===== config.mk =====
export PLATFORM = sky130hd
export DESIGN_NAME = mem_arbiter_flat
export DESIGN_NICKNAME = d
export VERILOG_FILES = /design/src/rtl/mem_arbiter_pkg.sv /design/src/rtl/mem_arbiter_if.sv /design/src/rtl/mem_req_latch.sv /design/src/rtl/mem_arbiter.sv /design/src/flat_wrapper.sv
export SDC_FILE = /design/constraint.sdc
export NUM_CORES = 1
export LEC_CHECK = 0
export BUFFER_PORTS_ARGS = -buffer_cell sky130_fd_sc_hd__buf_2
export CORE_AREA = 2 2 81 83
export CTS_BUF_LIST = sky130_fd_sc_hd__clkbuf_4 sky130_fd_sc_hd__clkbuf_8
export DETAILED_ROUTE_END_ITERATION = 8
export DIE_AREA = 0 0 83 85
export PLACE_DENSITY = 0.81
export SETUP_SLACK_MARGIN = 0.05
export SLEW_MARGIN = 20
export SYNTH_ARGS = -nofsm -noshare
export SYNTH_HDL_FRONTEND = slang
export SYNTH_SLANG_ARGS = --single-unit
export TNS_END_PERCENT = 1

===== constraint.sdc =====
create_clock -name clk -period 1.8 [get_ports clk]
set_input_delay 0.36 -clock clk [delete_from_list [all_inputs] [get_ports clk]]
set_output_delay 0.36 -clock clk [all_outputs]
set_load 0.02 [all_outputs]

===== src/rtl/mem_arbiter_pkg.sv =====
// Shared types for the Core-side memory arbiter.
//  - ArbState_t : arbitration FSM states
//  - mem_req_t  : one registered downstream request (addr/data/wr_en/bytesel)
package mem_arbiter_pkg;

  typedef logic [19:1] addr_t;
  typedef logic [15:0] data_t;

  typedef enum logic [1:0] {
    IDLE        = 2'd0,
    GRANT_I     = 2'd1,
    GRANT_D_MEM = 2'd2,
    GRANT_D_IO  = 2'd3
  } ArbState_t;

  typedef struct packed {
    addr_t       addr;
    data_t       data;
    logic        wr_en;
    logic [1:0]  bytesel;
  } mem_req_t;

  // Instruction fetches are full-word reads.
  localparam logic [1:0] FetchBytesel = 2'b11;

endpackage


===== src/rtl/mem_arbiter_if.sv =====
// Bundle of every bus the arbiter touches: Core instruction bus, Core data bus,
// shared memory bus (q_m_*) and I/O bus (io_m_*).
//  - slave  : arbiter view (requests in from Core, requests out to memory/I/O)
//  - master : environment view (Core plus downstream responders)
interface mem_arbiter_if;
  import mem_arbiter_pkg::*;

  // Core instruction fetch bus
  addr_t      instr_m_addr;
  logic       instr_m_access;
  logic       instr_m_ack;
  data_t      instr_m_data_in;
  // Core data bus
  addr_t      data_m_addr;
  data_t      data_m_data_out;
  logic       data_m_access;
  logic       data_m_wr_en;
  logic [1:0] data_m_bytesel;
  logic       d_io;
  logic       data_m_ack;
  data_t      data_m_data_in;
  // Shared memory bus
  addr_t      q_m_addr;
  data_t      q_m_data_out;
  logic       q_m_wr_en;
  logic [1:0] q_m_bytesel;
  logic       q_m_access;
  logic       q_m_ack;
  data_t      q_m_data_in;
  // I/O bus
  addr_t      io_m_addr;
  data_t      io_m_data_out;
  logic       io_m_wr_en;
  logic [1:0] io_m_bytesel;
  logic       io_m_access;
  logic       io_m_ack;
  data_t      io_m_data_in;

  modport slave (
    input  instr_m_addr, instr_m_access,
    output instr_m_ack, instr_m_data_in,
    input  data_m_addr, data_m_data_out, data_m_access, data_m_wr_en, data_m_bytesel, d_io,
    output data_m_ack, data_m_data_in,
    output q_m_addr, q_m_data_out, q_m_wr_en, q_m_bytesel, q_m_access,
    input  q_m_ack, q_m_data_in,
    output io_m_addr, io_m_data_out, io_m_wr_en, io_m_bytesel, io_m_access,
    input  io_m_ack, io_m_data_in
  );

  modport master (
    output instr_m_addr, instr_m_access,
    input  instr_m_ack, instr_m_data_in,
    output data_m_addr, data_m_data_out, data_m_access, data_m_wr_en, data_m_bytesel, d_io,
    input  data_m_ack, data_m_data_in,
    input  q_m_addr, q_m_data_out, q_m_wr_en, q_m_bytesel, q_m_access,
    output q_m_ack, q_m_data_in,
    input  io_m_addr, io_m_data_out, io_m_wr_en, io_m_bytesel, io_m_access,
    output io_m_ack, io_m_data_in
  );

endinterface


===== src/rtl/mem_req_latch.sv =====
// Holding register for the granted request. Captures req_i when load_i is set
// and holds it otherwise, so downstream request fields stay stable until ack.
//  clk_i   : clock
//  reset_i : synchronous active-high reset, clears the held request
//  load_i  : capture strobe (asserted on the grant cycle)
//  req_i   : request to capture
//  req_o   : held request
module mem_req_latch
  import mem_arbiter_pkg::*;
(
  input  logic     clk_i,
  input  logic     reset_i,
  input  logic     load_i,
  input  mem_req_t req_i,
  output mem_req_t req_o
);

  mem_req_t req_d, req_q;

  always_comb begin
    req_d = req_q;
    if (load_i) begin
      req_d = req_i;
    end
  end

  always_ff @(posedge clk_i) begin
    if (reset_i) begin
      req_q <= '0;
    end else begin
      req_q <= req_d;
    end
  end

  assign req_o = req_q;

endmodule


===== src/rtl/mem_arbiter.sv =====
// Merges the Core instruction and data buses onto one shared memory bus and
// steers d_io data accesses onto the I/O bus. Data has priority, but after
// max_data_run consecutive data grants with a fetch waiting, the fetch wins.
// One transaction in flight; every transaction passes through one IDLE cycle.
//  clk   : clock
//  reset : synchronous active-high reset (abandons any in-flight access)
//  bus   : all Core / memory / I/O bus signals (slave view)
module mem_arbiter
  import mem_arbiter_pkg::*;
#(
  parameter int unsigned max_data_run = 4
) (
  input  logic          clk,
  input  logic          reset,
  mem_arbiter_if.slave  bus
);

  localparam int unsigned     RunW   = $clog2(max_data_run + 1);
  localparam logic [RunW-1:0] RunMax = RunW'(max_data_run);

  ArbState_t       state_d, state_q;
  logic [RunW-1:0] run_d, run_q;
  logic            load;
  mem_req_t        req_sel;
  mem_req_t        req_held;

  // Arbitration: requests are only sampled in IDLE; GRANT_* waits for the
  // ack of the bus it owns and ignores everything else.
  always_comb begin
    state_d = state_q;
    run_d   = run_q;
    load    = 1'b0;
    req_sel = '0;
    case (state_q)
      IDLE: begin
        if (bus.data_m_access && !(bus.instr_m_access && (run_q == RunMax))) begin
          state_d         = bus.d_io ? GRANT_D_IO : GRANT_D_MEM;
          load            = 1'b1;
          req_sel.addr    = bus.data_m_addr;
          req_sel.data    = bus.data_m_data_out;
          req_sel.wr_en   = bus.data_m_wr_en;
          req_sel.bytesel = bus.data_m_bytesel;
          // Only data grants that make a fetch wait count toward the run.
          if (!bus.instr_m_access) begin
            run_d = '0;
          end else if (run_q != RunMax) begin
            run_d = run_q + RunW'(1);
          end
        end else if (bus.instr_m_access) begin
          state_d         = GRANT_I;
          load            = 1'b1;
          req_sel.addr    = bus.instr_m_addr;
          req_sel.bytesel = FetchBytesel;
          run_d           = '0;
        end else begin
          run_d = '0;
        end
      end
      GRANT_I: begin
        if (bus.q_m_ack) state_d = IDLE;
      end
      GRANT_D_MEM: begin
        if (bus.q_m_ack) state_d = IDLE;
      end
      GRANT_D_IO: begin
        if (bus.io_m_ack) state_d = IDLE;
      end
      default: state_d = IDLE;
    endcase
  end

  always_ff @(posedge clk) begin
    if (reset) begin
      state_q <= IDLE;
      run_q   <= '0;
    end else begin
      state_q <= state_d;
      run_q   <= run_d;
    end
  end

  mem_req_latch u_req_latch (
    .clk_i   (clk),
    .reset_i (reset),
    .load_i  (load),
    .req_i   (req_sel),
    .req_o   (req_held)
  );

  // Request fields are shared; only the access strobes pick the destination.
  assign bus.q_m_addr      = req_held.addr;
  assign bus.q_m_data_out  = req_held.data;
  assign bus.q_m_wr_en     = req_held.wr_en;
  assign bus.q_m_bytesel   = req_held.bytesel;
  assign bus.io_m_addr     = req_held.addr;
  assign bus.io_m_data_out = req_held.data;
  assign bus.io_m_wr_en    = req_held.wr_en;
  assign bus.io_m_bytesel  = req_held.bytesel;

  assign bus.q_m_access  = (state_q == GRANT_I) || (state_q == GRANT_D_MEM);
  assign bus.io_m_access = (state_q == GRANT_D_IO);

  // Acks pass through only from the bus that owns the current grant.
  assign bus.instr_m_ack = bus.q_m_ack && (state_q == GRANT_I);
  assign bus.data_m_ack  = (bus.q_m_ack && (state_q == GRANT_D_MEM)) ||
                           (bus.io_m_ack && (state_q == GRANT_D_IO));

  always_comb begin
    bus.instr_m_data_in = '0;
    bus.data_m_data_in  = '0;
    case (state_q)
      GRANT_I:     bus.instr_m_data_in = bus.q_m_data_in;
      GRANT_D_MEM: bus.data_m_data_in  = bus.q_m_data_in;
      GRANT_D_IO:  bus.data_m_data_in  = bus.io_m_data_in;
      default: ;
    endcase
  end

endmodule


===== src/flat_wrapper.sv =====
// flat-port wrapper written by rule: the top's interface ports become plain ports
module mem_arbiter_flat import mem_arbiter_pkg::*;
#(
  parameter int unsigned max_data_run = 4
)
  (clk, reset, bus_instr_m_addr, bus_instr_m_access, bus_instr_m_ack, bus_instr_m_data_in, bus_data_m_addr, bus_data_m_data_out, bus_data_m_access, bus_data_m_wr_en, bus_data_m_bytesel, bus_d_io, bus_data_m_ack, bus_data_m_data_in, bus_q_m_addr, bus_q_m_data_out, bus_q_m_wr_en, bus_q_m_bytesel, bus_q_m_access, bus_q_m_ack, bus_q_m_data_in, bus_io_m_addr, bus_io_m_data_out, bus_io_m_wr_en, bus_io_m_bytesel, bus_io_m_access, bus_io_m_ack, bus_io_m_data_in);
  mem_arbiter_if bus_i ();
  input  logic clk;
  input  logic reset;
  input wire logic [$bits(bus_i.instr_m_addr)-1:0] bus_instr_m_addr;
  input wire logic [$bits(bus_i.instr_m_access)-1:0] bus_instr_m_access;
  output wire logic [$bits(bus_i.instr_m_ack)-1:0] bus_instr_m_ack;
  output wire logic [$bits(bus_i.instr_m_data_in)-1:0] bus_instr_m_data_in;
  input wire logic [$bits(bus_i.data_m_addr)-1:0] bus_data_m_addr;
  input wire logic [$bits(bus_i.data_m_data_out)-1:0] bus_data_m_data_out;
  input wire logic [$bits(bus_i.data_m_access)-1:0] bus_data_m_access;
  input wire logic [$bits(bus_i.data_m_wr_en)-1:0] bus_data_m_wr_en;
  input wire logic [$bits(bus_i.data_m_bytesel)-1:0] bus_data_m_bytesel;
  input wire logic [$bits(bus_i.d_io)-1:0] bus_d_io;
  output wire logic [$bits(bus_i.data_m_ack)-1:0] bus_data_m_ack;
  output wire logic [$bits(bus_i.data_m_data_in)-1:0] bus_data_m_data_in;
  output wire logic [$bits(bus_i.q_m_addr)-1:0] bus_q_m_addr;
  output wire logic [$bits(bus_i.q_m_data_out)-1:0] bus_q_m_data_out;
  output wire logic [$bits(bus_i.q_m_wr_en)-1:0] bus_q_m_wr_en;
  output wire logic [$bits(bus_i.q_m_bytesel)-1:0] bus_q_m_bytesel;
  output wire logic [$bits(bus_i.q_m_access)-1:0] bus_q_m_access;
  input wire logic [$bits(bus_i.q_m_ack)-1:0] bus_q_m_ack;
  input wire logic [$bits(bus_i.q_m_data_in)-1:0] bus_q_m_data_in;
  output wire logic [$bits(bus_i.io_m_addr)-1:0] bus_io_m_addr;
  output wire logic [$bits(bus_i.io_m_data_out)-1:0] bus_io_m_data_out;
  output wire logic [$bits(bus_i.io_m_wr_en)-1:0] bus_io_m_wr_en;
  output wire logic [$bits(bus_i.io_m_bytesel)-1:0] bus_io_m_bytesel;
  output wire logic [$bits(bus_i.io_m_access)-1:0] bus_io_m_access;
  input wire logic [$bits(bus_i.io_m_ack)-1:0] bus_io_m_ack;
  input wire logic [$bits(bus_i.io_m_data_in)-1:0] bus_io_m_data_in;
  assign bus_i.instr_m_addr = bus_instr_m_addr;
  assign bus_i.instr_m_access = bus_instr_m_access;
  assign bus_instr_m_ack = bus_i.instr_m_ack;
  assign bus_instr_m_data_in = bus_i.instr_m_data_in;
  assign bus_i.data_m_addr = bus_data_m_addr;
  assign bus_i.data_m_data_out = bus_data_m_data_out;
  assign bus_i.data_m_access = bus_data_m_access;
  assign bus_i.data_m_wr_en = bus_data_m_wr_en;
  assign bus_i.data_m_bytesel = bus_data_m_bytesel;
  assign bus_i.d_io = bus_d_io;
  assign bus_data_m_ack = bus_i.data_m_ack;
  assign bus_data_m_data_in = bus_i.data_m_data_in;
  assign bus_q_m_addr = bus_i.q_m_addr;
  assign bus_q_m_data_out = bus_i.q_m_data_out;
  assign bus_q_m_wr_en = bus_i.q_m_wr_en;
  assign bus_q_m_bytesel = bus_i.q_m_bytesel;
  assign bus_q_m_access = bus_i.q_m_access;
  assign bus_i.q_m_ack = bus_q_m_ack;
  assign bus_i.q_m_data_in = bus_q_m_data_in;
  assign bus_io_m_addr = bus_i.io_m_addr;
  assign bus_io_m_data_out = bus_i.io_m_data_out;
  assign bus_io_m_wr_en = bus_i.io_m_wr_en;
  assign bus_io_m_bytesel = bus_i.io_m_bytesel;
  assign bus_io_m_access = bus_i.io_m_access;
  assign bus_i.io_m_ack = bus_io_m_ack;
  assign bus_i.io_m_data_in = bus_io_m_data_in;
  mem_arbiter #(.max_data_run(max_data_run)) u_core (.clk(clk), .reset(reset), .bus(bus_i));
endmodule

==> results.cfg <==
[final_layout]
nFillCells = 579
antenna_cells = 0
final_nets = 526
final_cells = 501
final_common_cell = buf_2
drive_gt1_frac = 0.587
area_delta_synth_final_pct = 40.4
layout_common_cells = 206 x buf_2, 41 x dfxtp_1, 24 x a22o_1, 24 x nor3_1, 23 x nor2_1

[detailed_routing]
routedWlPerCell_um = 13.7
vias = 2479
vias_per_cell = 4.95
drt_iter0_markers = 61
ant_nets = 0
drc = 0
first_pass_iters = 4
wl_mm = 6.88

[pwr]
power_per_cell_area_mw_per_mm2 = 944
p_leak_nw = 1.81
power_switching_w = 0.00124
ir_worst_vdd_mv = 0.462
comb_power_share = 0.429
internal_power_w = 0.00187
swShare = 0.397
seqPwrFrac = 0.374
clockPowerShare = 0.197

[global_routing]
overflow = 0
grtUsageTotal = 0.178
grt_first_pass_wirelength_mm = 10.6
grt_pass1_vias = 2348
antenna_found_initial = 0
grt_max_degree = 25

[synth]
syn-mean-instance-area_um2 = 9.16
synth_top_cell_by_area = dfxtp_1
ys_warn_count = 0
synth.yosys.seq_area_share = 0.367
synth_top_area_frac = 0.367
yosys-top-cells-area = dfxtp_1 37%, buf_4 13%, a22o_1 9.0%
ys_types = 31
postSynthNetCount = 359
synth_seq_cells = 43
synthCells = 256
syn_area_mm2 = 0.00235

[clocking]
numCtsBuffers = 5
cts_hold_buffers = 0
clock_path_buffers = 2
clkSinkCount = 43
clk_pin_slew_ns = 0.08
clockRootBuffer = clkbuf_8
tritoncts = yes
worst_skew_pair.late_latency_ns = 0.29
htreeDepth = 2

[sta]
fmax_mhz = 576
fin_crit_ns = 1.74
rsz0062_at_grt = yes
hold_slack_ns = 0.291
tightest_slew_ns = 0.413
min_period_over_period = 0.965
setup_violations = 0
slew_headroom = 0.724
finalWorstSetupSlack_ns = 0.0631
maxSlewViolCount = 0
finalClockSkew_ns = 0.00664
hold_viol = 0

[min_path]
min_path_type = primary input to register
hold_depth = 2

[worst_setup_path]
crit_fanout = 9
required_ns = 1.44
path_class = register to primary output
r2r_cells = 7
setup.worst_path.end_class = primary output
start_kind = register
critPathArrivalTime_ns = 1.38

[die]
die_y_um = 85
rows = 29
dieArea_mm2 = 0.00706
fp.coreArea_mm2 = 0.00620
ios = 208
die_x_um = 83
start_util = 0.378

[placed_design]
place_congestion = 0.816
placedCellCount = 490
portBuffers = 207
dp_hpwl_mm = 5.18
place_ws_ns = 0.0196

[run]
drv_cap = 0

[status]
run_status = finished clean
-- layout make-up --
class,instances,area [µm²],area share
multi-input cells,151,1110,0.336
well taps,77,96.3,0.0292
clock buffers,6,76.3,0.0232
flip-flops and latches,43,866,0.263
clock inverters,2,12.5,0.00380
repair buffers,216,1110,0.338
inverters,6,22.5,0.00684
-- worst max-delay path: stages (launching register included) --
cell and delay (ns):
dfxtp_2 0.35, ha_2 0.20, buf_4 0.17, a22o_1 0.21, buf_2 0.15
-- logic make-up (layout without fill, tap and decap cells) --
logic type,Yosys count,after routing,share of synthesized area
buffers and inverters,62,230,0.176
AO/OA/AOI/OAI,65,65,0.245
flip-flops,43,43,0.367
adder cells (fa/ha/maj),7,7,0.0373
AND/OR/NAND/NOR,79,79,0.174
-- state kept, by name, summed over array words and instances, names as in the netlist --
name                      count
u_core.run_q                  3
u_core.u_req_latch.req_o     38
u_core.state_q                2
-- per-layer routing --
layer	wire length [µm]	vias to the layer above	GRT usage
met5	0	-	0
met4	44	0	0.0462
met3	377	4	0.0311
met2	3600	104	0.331
met1	2860	1153	0.212
li1	-	1218	-
-- through the flow --
step / utilization / total power (W) / TNS [ns] / cell area [µm²]
finish: 0.531 / 0.00311 / 0 / 3290
global route: 0.531 / 0.00330 / 0 / 3290
CTS: 0.523 / 0.00312 / -0.462 / 3250
detailed placement: 0.505 / 0.00248 / 0 / 3140
global placement: 0.505 / 0.00245 / 0 / 3140
floorplan: - / 0.00215 / 0 / 2350
-- synth_stat cells --
cell type,n
buf_4,40
nand2_2,1
nor3b_4,1
a21o_1,2
a221oi_1,17
a22o_1,24
buf_6,3
nor2_2,1
dfxtp_1,43
o211ai_1,1
nand3_1,2
inv_1,6
nor3_1,24
a21oi_1,5
nand2b_1,2
o31ai_1,1
and2_4,1
clkbuf_1,6
a21boi_4,1
nor2b_1,1
buf_1,1
and2_1,17
nor2_1,23
a22oi_1,1
o21ai_0,1
buf_2,6
a221oi_2,2
nand4_1,2
ha_1,7
a22o_2,10
nand2_1,4
-- power groups by stage --
| stage | clock network (W) | logic (W) | registers [W] |
|---|---|---|---|
| finish | 0.000614 | 0.00133 | 0.00116 |
| global route | 0.000681 | 0.00144 | 0.00118 |
| CTS | 0.000642 | 0.00132 | 0.00116 |
| detailed placement | 0 | 0.00130 | 0.00118 |
| global placement | 0 | 0.00128 | 0.00117 |
| floorplan | 0 | 0.000845 | 0.00131 |
-- timing repair --
| action | CTS | global route |
|---|---|---|
| endpoints found under the hold margin | 0 | 0 |
| gates cloned | 0 | 1 |
| gates resized for setup | 6 | 11 |
| setup endpoints to repair | 36 | 36 |
| pin swaps | 0 | 2 |
| setup buffers | 0 | 2 |
-- final timing paths --
path | start | endpoint | slack, ns
worst max-delay path | u_core.state_q[0] | bus_data_m_data_in[8] | 0.06
worst min-delay path | bus_data_m_data_out[5] | u_core.u_req_latch.req_o[8] | 0.29
worst max register to register | u_core.run_q[0] | u_core.u_req_latch.req_o[37] | 0.24
worst min register to register | u_core.run_q[1] | u_core.run_q[1] | 0.49
Note: power is estimated with default switching activity, not from simulation.
